<file path="config.mk">
export PLATFORM = sky130hd
export DESIGN_NAME = oled_msg_scheduler_flat
export DESIGN_NICKNAME = d
export VERILOG_FILES = /design/src/rtl/vm_pkg.sv /design/src/rtl/oled_msg_scheduler_if.sv /design/src/rtl/prio_enc_lsb.sv /design/src/rtl/oled_msg_scheduler.sv /design/src/flat_wrapper.sv
export SDC_FILE = /design/constraint.sdc
export NUM_CORES = 1
export LEC_CHECK = 0
export CORE_UTILIZATION = 50
export DETAILED_ROUTE_END_ITERATION = 8
export GPL_TIMING_DRIVEN = 0
export HOLD_SLACK_MARGIN = 0.15
export PLACE_DENSITY = 0.82
export SLEW_MARGIN = 20
export SYNTH_ARGS = -nofsm -noshare
export SYNTH_HDL_FRONTEND = slang
export SYNTH_HIERARCHICAL = 1
export SYNTH_SLANG_ARGS = --single-unit
export TNS_END_PERCENT = 30
</file>
<file path="constraint.sdc">
create_clock -name clk -period 5.5 [get_ports clk]
set_input_delay 0.55 -clock clk [delete_from_list [all_inputs] [get_ports clk]]
set_output_delay 0.55 -clock clk [all_outputs]
set_load 0.05 [all_outputs]
</file>
<file path="src/rtl/vm_pkg.sv">
// Shared constants for the OLED message scheduler: screen indices,
// FSM encoding and the default on-screen hold time.
package vm_pkg;

  localparam int MSG_ERROR   = 0;
  localparam int MSG_VEND    = 1;
  localparam int MSG_NOFUNDS = 2;
  localparam int MSG_COIN    = 3;
  localparam int MSG_BANNER  = 4;

  localparam int DEFAULT_HOLD_TICKS = 20;

  typedef logic [1:0] state_t;

  localparam logic [1:0] ST_IDLE      = 2'd0;
  localparam logic [1:0] ST_ARB       = 2'd1;
  localparam logic [1:0] ST_WAIT_TICK = 2'd2;
  localparam logic [1:0] ST_SHOW      = 2'd3;

endpackage

</file>
<file path="src/rtl/oled_msg_scheduler_if.sv">
// Request/display bundle between the vending controller side and the
// message scheduler.
interface oled_msg_scheduler_if #(
  parameter int NUM_REQ = 4,
  parameter int SEL_W   = 3
);
  logic               tick;
  logic [NUM_REQ-1:0] req;
  logic [SEL_W-1:0]   msg_sel;
  logic               oled_en;
  logic [NUM_REQ-1:0] grant;
  logic               busy;

  modport master (output tick, req, input msg_sel, oled_en, grant, busy);
  modport slave  (input tick, req, output msg_sel, oled_en, grant, busy);
endinterface

</file>
<file path="src/rtl/prio_enc_lsb.sv">
// Lowest-set-bit priority encoder: index, one-hot and any-set flag.
module prio_enc_lsb #(
  parameter int N     = 4,
  parameter int IDX_W = 3
) (
  input  logic [N-1:0]     vec,
  output logic [IDX_W-1:0] idx,
  output logic [N-1:0]     onehot,
  output logic             any
);

  assign any    = |vec;
  assign onehot = vec & (~vec + N'(1));

  // Scanning downward lets the lowest set bit write last.
  always_comb begin
    idx = '0;
    for (int i = N - 1; i >= 0; i--) begin
      if (vec[i]) idx = IDX_W'(i);
    end
  end

endmodule

</file>
<file path="src/rtl/oled_msg_scheduler.sv">
// Latches display requests, grants them by fixed priority with a minimum
// hold time, and paces OLED redraws to the 10 Hz tick.
//
// state     | meaning
// IDLE      | banner shown, waiting for a pending request
// ARB       | one cycle: pick lowest pending index, grant it
// WAIT_TICK | new selection made, redraw on the next tick
// SHOW      | message on screen, counting down the hold time
module oled_msg_scheduler
  import vm_pkg::*;
#(
  parameter int NUM_REQ    = 4,
  parameter int HOLD_TICKS = DEFAULT_HOLD_TICKS,
  parameter int SEL_W      = 3
) (
  input  logic                 clk,
  input  logic                 reset,
  oled_msg_scheduler_if.slave  bus
);

  localparam int HOLD_W = (HOLD_TICKS > 1) ? $clog2(HOLD_TICKS) : 1;
  localparam logic [SEL_W-1:0] BANNER = SEL_W'(NUM_REQ);

  state_t             state, state_nx;
  logic [NUM_REQ-1:0] pending, pend_nx, clr, grant_nx;
  logic [NUM_REQ-1:0] win_oh;
  logic [SEL_W-1:0]   win_idx, sel_nx;
  logic               win_any, en_nx, preempt;
  logic [HOLD_W-1:0]  hold_cnt, hold_nx;

  prio_enc_lsb #(.N(NUM_REQ), .IDX_W(SEL_W)) u_enc (
    .vec    (pending),
    .idx    (win_idx),
    .onehot (win_oh),
    .any    (win_any)
  );

  // Only the error source cuts a hold short, and never while it is itself shown.
  assign preempt = pending[0] && (bus.msg_sel != SEL_W'(MSG_ERROR)) &&
                   ((state == ST_SHOW) || (state == ST_WAIT_TICK));

  always_comb begin
    state_nx = state;
    sel_nx   = bus.msg_sel;
    hold_nx  = hold_cnt;
    clr      = '0;
    grant_nx = '0;
    en_nx    = 1'b0;
    case (state)
      ST_IDLE: begin
        if (|pending) state_nx = ST_ARB;
      end
      ST_ARB: begin
        state_nx = ST_WAIT_TICK;
        if (win_any) begin
          sel_nx   = win_idx;
          grant_nx = win_oh;
          clr      = win_oh;
        end else begin
          sel_nx = BANNER;
        end
      end
      ST_WAIT_TICK: begin
        if (preempt) begin
          state_nx = ST_ARB;
        end else if (bus.tick) begin
          en_nx = 1'b1;
          if (bus.msg_sel == BANNER) begin
            state_nx = ST_IDLE;
          end else begin
            hold_nx  = HOLD_W'(HOLD_TICKS - 1);
            state_nx = ST_SHOW;
          end
        end
      end
      ST_SHOW: begin
        if (preempt) begin
          state_nx = ST_ARB;
        end else if (bus.tick) begin
          if (hold_cnt != '0) begin
            hold_nx = hold_cnt - HOLD_W'(1);
          end else if (|pending) begin
            state_nx = ST_ARB;
          end else begin
            sel_nx   = BANNER;
            state_nx = ST_WAIT_TICK;
          end
        end
      end
      default: state_nx = ST_WAIT_TICK;
    endcase
    pend_nx = (pending & ~clr) | bus.req;
  end

  always_ff @(posedge clk) begin
    if (reset) begin
      state       <= ST_WAIT_TICK;
      bus.msg_sel <= BANNER;
      pending     <= '0;
      hold_cnt    <= '0;
      bus.oled_en <= 1'b0;
      bus.grant   <= '0;
      bus.busy    <= 1'b0;
    end else begin
      state       <= state_nx;
      bus.msg_sel <= sel_nx;
      pending     <= pend_nx;
      hold_cnt    <= hold_nx;
      bus.oled_en <= en_nx;
      bus.grant   <= grant_nx;
      bus.busy    <= (sel_nx != BANNER) | (|pend_nx);
    end
  end

endmodule
</file>
<file path="src/flat_wrapper.sv">
// flat-port wrapper written by rule: the top's interface ports become plain ports
module oled_msg_scheduler_flat import vm_pkg::*;
#(
  parameter int NUM_REQ    = 4,
  parameter int HOLD_TICKS = DEFAULT_HOLD_TICKS,
  parameter int SEL_W      = 3
)
  (clk, reset, bus_tick, bus_req, bus_msg_sel, bus_oled_en, bus_grant, bus_busy);
  oled_msg_scheduler_if #(.NUM_REQ(NUM_REQ), .SEL_W(SEL_W)) bus_i ();
  input  logic clk;
  input  logic reset;
  input wire logic [$bits(bus_i.tick)-1:0] bus_tick;
  input wire logic [$bits(bus_i.req)-1:0] bus_req;
  output wire logic [$bits(bus_i.msg_sel)-1:0] bus_msg_sel;
  output wire logic [$bits(bus_i.oled_en)-1:0] bus_oled_en;
  output wire logic [$bits(bus_i.grant)-1:0] bus_grant;
  output wire logic [$bits(bus_i.busy)-1:0] bus_busy;
  assign bus_i.tick = bus_tick;
  assign bus_i.req = bus_req;
  assign bus_msg_sel = bus_i.msg_sel;
  assign bus_oled_en = bus_i.oled_en;
  assign bus_grant = bus_i.grant;
  assign bus_busy = bus_i.busy;
  oled_msg_scheduler #(.NUM_REQ(NUM_REQ), .HOLD_TICKS(HOLD_TICKS), .SEL_W(SEL_W)) u_core (.clk(clk), .reset(reset), .bus(bus_i));
endmodule
</file>
== Yosys cells after proc, flatten, opt, wreduce, memory -nomap -nowiden ==
Index checks and enable logic that the tools add are counted.
W data, S select, Z words.

* Register bits: 20
* Bits of input ports: 7
* Output and inout port bits: 9

* $add $sub $neg: 2
* Equality and inequality tests: 15
* Mux-type cells: 29
* Bitwise gates (word level): 7
* Reductions and logical operators: 12

{| class="wikitable"
|+ Operators with widths
! kind !! count
|-
| $mux W5 || 6
|-
| $mux W3 || 8
|-
| $mux W2 || 9
|-
| $ne A2 B2 Y1 const B || 7
|-
| $pmux W5 S2 || 1
|-
| $ne A3 B2 Y1 const B || 3
|-
| $and A4 B4 Y4 || 2
|-
| $mux W4 || 2
|-
| $not A4 Y4 || 2
|-
| $pmux W2 S4 || 1
|-
| $reduce_or A4 Y1 || 2
|-
| $reduce_and A7 Y1 || 1
|-
| $pmux W3 S2 || 1
|-
| $reduce_bool A5 Y1 || 1
|-
| $sub A5 B1 Y5 const B || 1
|-
| $add A4 B1 Y4 const B || 1
|-
| $eq A2 B2 Y1 const B || 2
|-
| $or A4 B4 Y4 || 1
|-
| $reduce_and A4 Y1 || 1
|-
| $eq A3 B3 Y1 const B || 1
|-
| $ne A3 B3 Y1 const B || 1
|-
| $reduce_bool A3 Y1 || 1
|-
| $reduce_or A3 Y1 || 1
|-
| $eq A2 B1 Y1 const B || 1
|-
| other kinds (7) || 8
|}

== Logic depth before layout (Yosys ltp) ==
* Depth in word-level cells: 10
* Depth in mapped cells: 6
* Depth with buffers taken out: 6

== By module ==
The synthesis kept the hierarchy.

{| class="wikitable"
|+ By module, submodules not included
! module !! instances !! cells each !! area each (um^2) !! seq. area each (um^2)
|-
| oled_msg_scheduler || 1 || 111 || 983.4 || 400.4
|-
| prio_enc_lsb || 1 || 12 || 70.1 || 0.0
|}

== Least setup slack after synthesis ==
OpenSTA, ideal clock, no wires.

* Path type: register to register
* Start: register u_core.pending[0]
* End: register u_core.bus.busy
* Setup time: 0.081 ns
* Data arrival time: 1.656 ns
* Data required time: 5.419 ns
* Slack: 3.763 ns
* Stages on the path, launching flop included: 7
* Path buffers: 1
* Period minus slack after synthesis: 1.737 ns
* Path through: dfxtp_1 -> or4_1 -> and3b_1 -> buf_2 -> a21boi_1 -> a2111oi_0 -> a41oi_1

* Elaborated cells between the ends (all ways): 21

{| class="wikitable"
|+ RTL lines
! what !! RTL line !! RTL
|-
| start, declared || oled_msg_scheduler.sv:25 || <nowiki>logic [NUM_REQ-1:0] pending, pend_nx, clr, grant_nx;</nowiki>
|-
| start signal, assigned || oled_msg_scheduler.sv:107 || <nowiki>pending <= pend_nx;</nowiki>
|-
| $reduce_or A4 Y1 (*) || prio_enc_lsb.sv:12 || <nowiki>assign any = |vec;</nowiki>
|-
| named net u_core.win_any || oled_msg_scheduler.sv:28 || <nowiki>logic win_any, en_nx, preempt;</nowiki>
|-
| $mux W3 / $mux W4 (equally long branches) || oled_msg_scheduler.sv:82, oled_msg_scheduler.sv:55 ||
|-
| $mux W3 / $mux W4 (equally long branches) || - ||
|-
| $mux W3 / $not A4 Y4 (equally long branches) || oled_msg_scheduler.sv:79, oled_msg_scheduler.sv:92 ||
|-
| $mux W3 / $and A4 B4 Y4 (equally long branches) || oled_msg_scheduler.sv:77, oled_msg_scheduler.sv:92 ||
|-
| $pmux W3 S2 / $or A4 B4 Y4 (equally long branches) || oled_msg_scheduler.sv:49, oled_msg_scheduler.sv:92 ||
|-
| $ne A3 B3 Y1 / $reduce_or A4 Y1 (equally long branches) || oled_msg_scheduler.sv:111 || <nowiki>bus.busy <= (sel_nx != BANNER) | (|pend_nx);</nowiki>
|-
| $or A1 B1 Y1 (*) || oled_msg_scheduler.sv:111 ||
|-
| end signal, assigned || oled_msg_scheduler.sv:111 ||
|-
| end, declared || oled_msg_scheduler_if.sv:15 || <nowiki>modport slave (input tick, req, output msg_sel, oled_en, grant, busy);</nowiki>
|}

Mark *: on every way through the listed nets, which the timed path passes. The rest lies on a longest branch.
A chain may end at the register's enable or synchronous reset.

== Worst setup path in the final report ==
* Start: register u_core.bus.msg_sel[1]
* End: output port bus_msg_sel[1]

{| class="wikitable"
|+ RTL lines
! what !! RTL line !! RTL
|-
| start, declared || oled_msg_scheduler_if.sv:15 ||
|-
| start signal, assigned || oled_msg_scheduler.sv:106 || <nowiki>bus.msg_sel <= sel_nx;</nowiki>
|-
| end, declared || flat_wrapper.sv:14 || <nowiki>output wire logic [$bits(bus_i.msg_sel)-1:0] bus_msg_sel;</nowiki>
|}

No word-level cell between the ends.

==> results.toml <==
[run_status]
status = "completed"

[detailed_routing]
ant_nets = 0
drc = 0
detail_route.wirelength_microns = 2330
dr_wl_met2_microns = 1060
viasPerCell = 6.09
dr.pass1.iters = 4
vias = 1029
maxUsedRoutingLayer = "met4"
drt_iter0_drc = 62
met3_length_microns = 190
m1WireLength_microns = 1030
wire_per_inst_microns = 13.8

[logic_synthesis]
seq_area_frac_synth = 0.380
synth.area.mux_share = 0.00950
syn_nets = 132
synth-seq-cells = 20
synth_cells = 123
synth_edf_count = 0
synth_ff_type = "dfxtp_1"
yosysUniqueCellTypes = 48
synth_top_family_by_area = "simple AND/OR/NAND/NOR gates"
synth_compound_area_frac = 0.245
ys_warn_count = 6
syn_area_per_cell_sq_um = 8.57
syn_area_sq_mm = 0.00105
yosys.area_share.adder = 0.0238
async_flop_share = 0
synth-xor-area-share = 0
synth-simple-area-share = 0.260

[timing]
worst_pin_slew_ns = 0.502
clock_skew_ns = 0.00636
period_minus_slack_ns = 2.15
finalCritPeriodShare = 0.390
final-setup-viol-count = 0
hold_viol_final = 0
holdWs_ns = 0.509
slew_violations = 0
rsz0062_at_grt = "no"
fmax_mhz = 466
tns_ns = 0
relSlewSlack = 0.656

[floorplanning]
fp.dieW_microns = 47.9
dieArea_sq_mm = 0.00229
core_sq_mm = 0.00196
ioPinCount = 16
start_util = 0.537
die_h_microns = 47.9
rows = 16

[global_routing]
grt_pass1_vias = 872
gr-usage-all-layers = 0.240
grt_pass1_wl_microns = 3820
grt_max_degree = 14
grt_overflow = 0
antenna_found_initial = 0

[critical_path]
critPathTopFamily = "buffers and inverters"
path_cells = "clkdlybuf4s50_1"
crit_buf_inv = 1
slowest_stage = "clkdlybuf4s50_1"
critPathLaunchType = "register"
cp.arrival_ns = 1.60
end_kind = "primary output"
worst-setup-path-type = "register to primary output"
path_max_fanout = 7
critPathMaxStageDelay_ns = 0.85
crit_required_ns = 4.95

[clocking]
root_buffer = "clkbuf_4"
post_cts_resized = 0
htreeDepth = 1
cts_sinks = 20
cts_tree = "built"
cts_hold_buffers = 0
post_cts_buffers = 0
cts_buffers = 3
clk-insertion-delay-late_ns = 0.30
clk_path_buf_depth = 2
clk_pin_slew_ns = 0.11

[layout]
final_cells = 169
final_common_cell = "dfxtp_1"
drive_gt1_frac = 0.0915
antennaDiodeCount = 0
n_fill_cell = 187
synthToLayoutAreaGrowth_pct = 22.4
most-common-layout-cells = "dfxtp_1 (20), clkdlybuf4s50_1 (15), nor2_1 (11), inv_1 (10), a21oi_1 (10)"
nets = 152

[power_and_ir_drop]
peakVddDrop_mv = 0.189
swShare = 0.276
powerDensity_mw_per_mm2 = 278
seqPwrFrac = 0.448
p_comb_frac = 0.220
clkPwrFrac = 0.331
p_switching_uw = 99.2
internal_power_uw = 260
p_leak_nw = 0.511

[place]
place_inst = 165
portBuffers = 15
dp_hpwl_microns = 1710
place_congestion = 0.847

[flow_run]
maxCapViolCount = 0

[min_path]
min_path_type = "register to register"
[cell families (layout without fill, tap and decap cells)]
logic type	after synthesis	after routing
AOI/OAI and AO/OA	36	36
DFF	20	20
adders and majority gates	2	2
muxes	1	1
buffers and inverters	17	36
other	1	1
and+or+nand+nor	46	46
[sequential cells by signal, summed over array words and instances (netlist names)]
| signal | cells |
|---|---|
| u_core/bus.grant | 4 |
| u_core/bus.msg_sel | 3 |
| u_core/bus.busy | 1 |
| u_core/hold_cnt | 5 |
| u_core/state | 2 |
| u_core/bus.oled_en | 1 |
| u_core/pending | 4 |
[power groups by stage]
stage	clock network [mW]	logic [mW]	registers [mW]
floorplan	0	0.0505	0.169
global placement	0	0.0747	0.163
detailed placement	0	0.0773	0.164
CTS	0.124	0.0780	0.161
global route	0.130	0.0861	0.162
finish	0.119	0.0791	0.161
[cells in the mapped netlist, types with 3 or more instances]
library cell  instances  area share
dfxtp_1              20        0.38
nor2_1               11       0.039
a21oi_1              10       0.048
inv_1                10       0.036
and3_1                6       0.036
nand2_1               6       0.021
a31oi_1               4       0.024
a311oi_1              3       0.025
buf_2                 3       0.014
nor3_1                3       0.014
[per-layer routing]
metal  vias up  GRT usage
met3         8     0.0491
met5         -          0
met4         0      0.122
li1        502          -
met2        55      0.362
met1       464      0.321
[per-stage QoR]
stage                      util  area, sq um  total power [mW]  setup slack (ns)
after floorplan               -         1050             0.219              3.76
after global placement    0.631         1240             0.238              3.54
after detailed placement  0.631         1240             0.241              3.48
after CTS                 0.658         1290             0.363              3.34
after global routing      0.658         1290             0.379              3.30
final                     0.658         1290             0.359              3.35
[final timing paths]
kind	startpoint	to	slack [ns]	cells after the start
setup / recovery	u_core/bus.msg_sel[1]$_SDFF_PP0_	bus_msg_sel[1]	3.35	1
hold / removal	u_core/bus.msg_sel[2]$_SDFF_PP1_	u_core/bus.msg_sel[2]$_SDFF_PP1_	0.51	2
hold reg to reg	u_core/bus.msg_sel[2]$_SDFF_PP1_	u_core/bus.msg_sel[2]$_SDFF_PP1_	0.51	2
setup reg to reg	u_core/pending[0]$_SDFF_PP0_	u_core/bus.busy$_SDFF_PP0_	3.48	6
[cell type report]
class | instances | area [sq um] | area share
multi-input cells | 86 | 571 | 0.442
flip-flops and latches | 20 | 400 | 0.310
repair buffers | 15 | 150 | 0.116
plain buffers | 7 | 45.0 | 0.0349
inverters | 10 | 37.5 | 0.0291
well taps | 27 | 33.8 | 0.0262
clock inverters | 1 | 30.0 | 0.0233
clock buffers | 3 | 22.5 | 0.0175
[worst register-to-register path, cell delays in order (launching register included)]
cell and delay [ns]:
dfxtp_1 0.57, or4_1 0.21, and3b_1 0.15, buf_2 0.17, nand2_1 0.09, a2111oi_0 0.52
a41oi_1 0.18
Note: power is estimated with default switching activity, not from simulation.
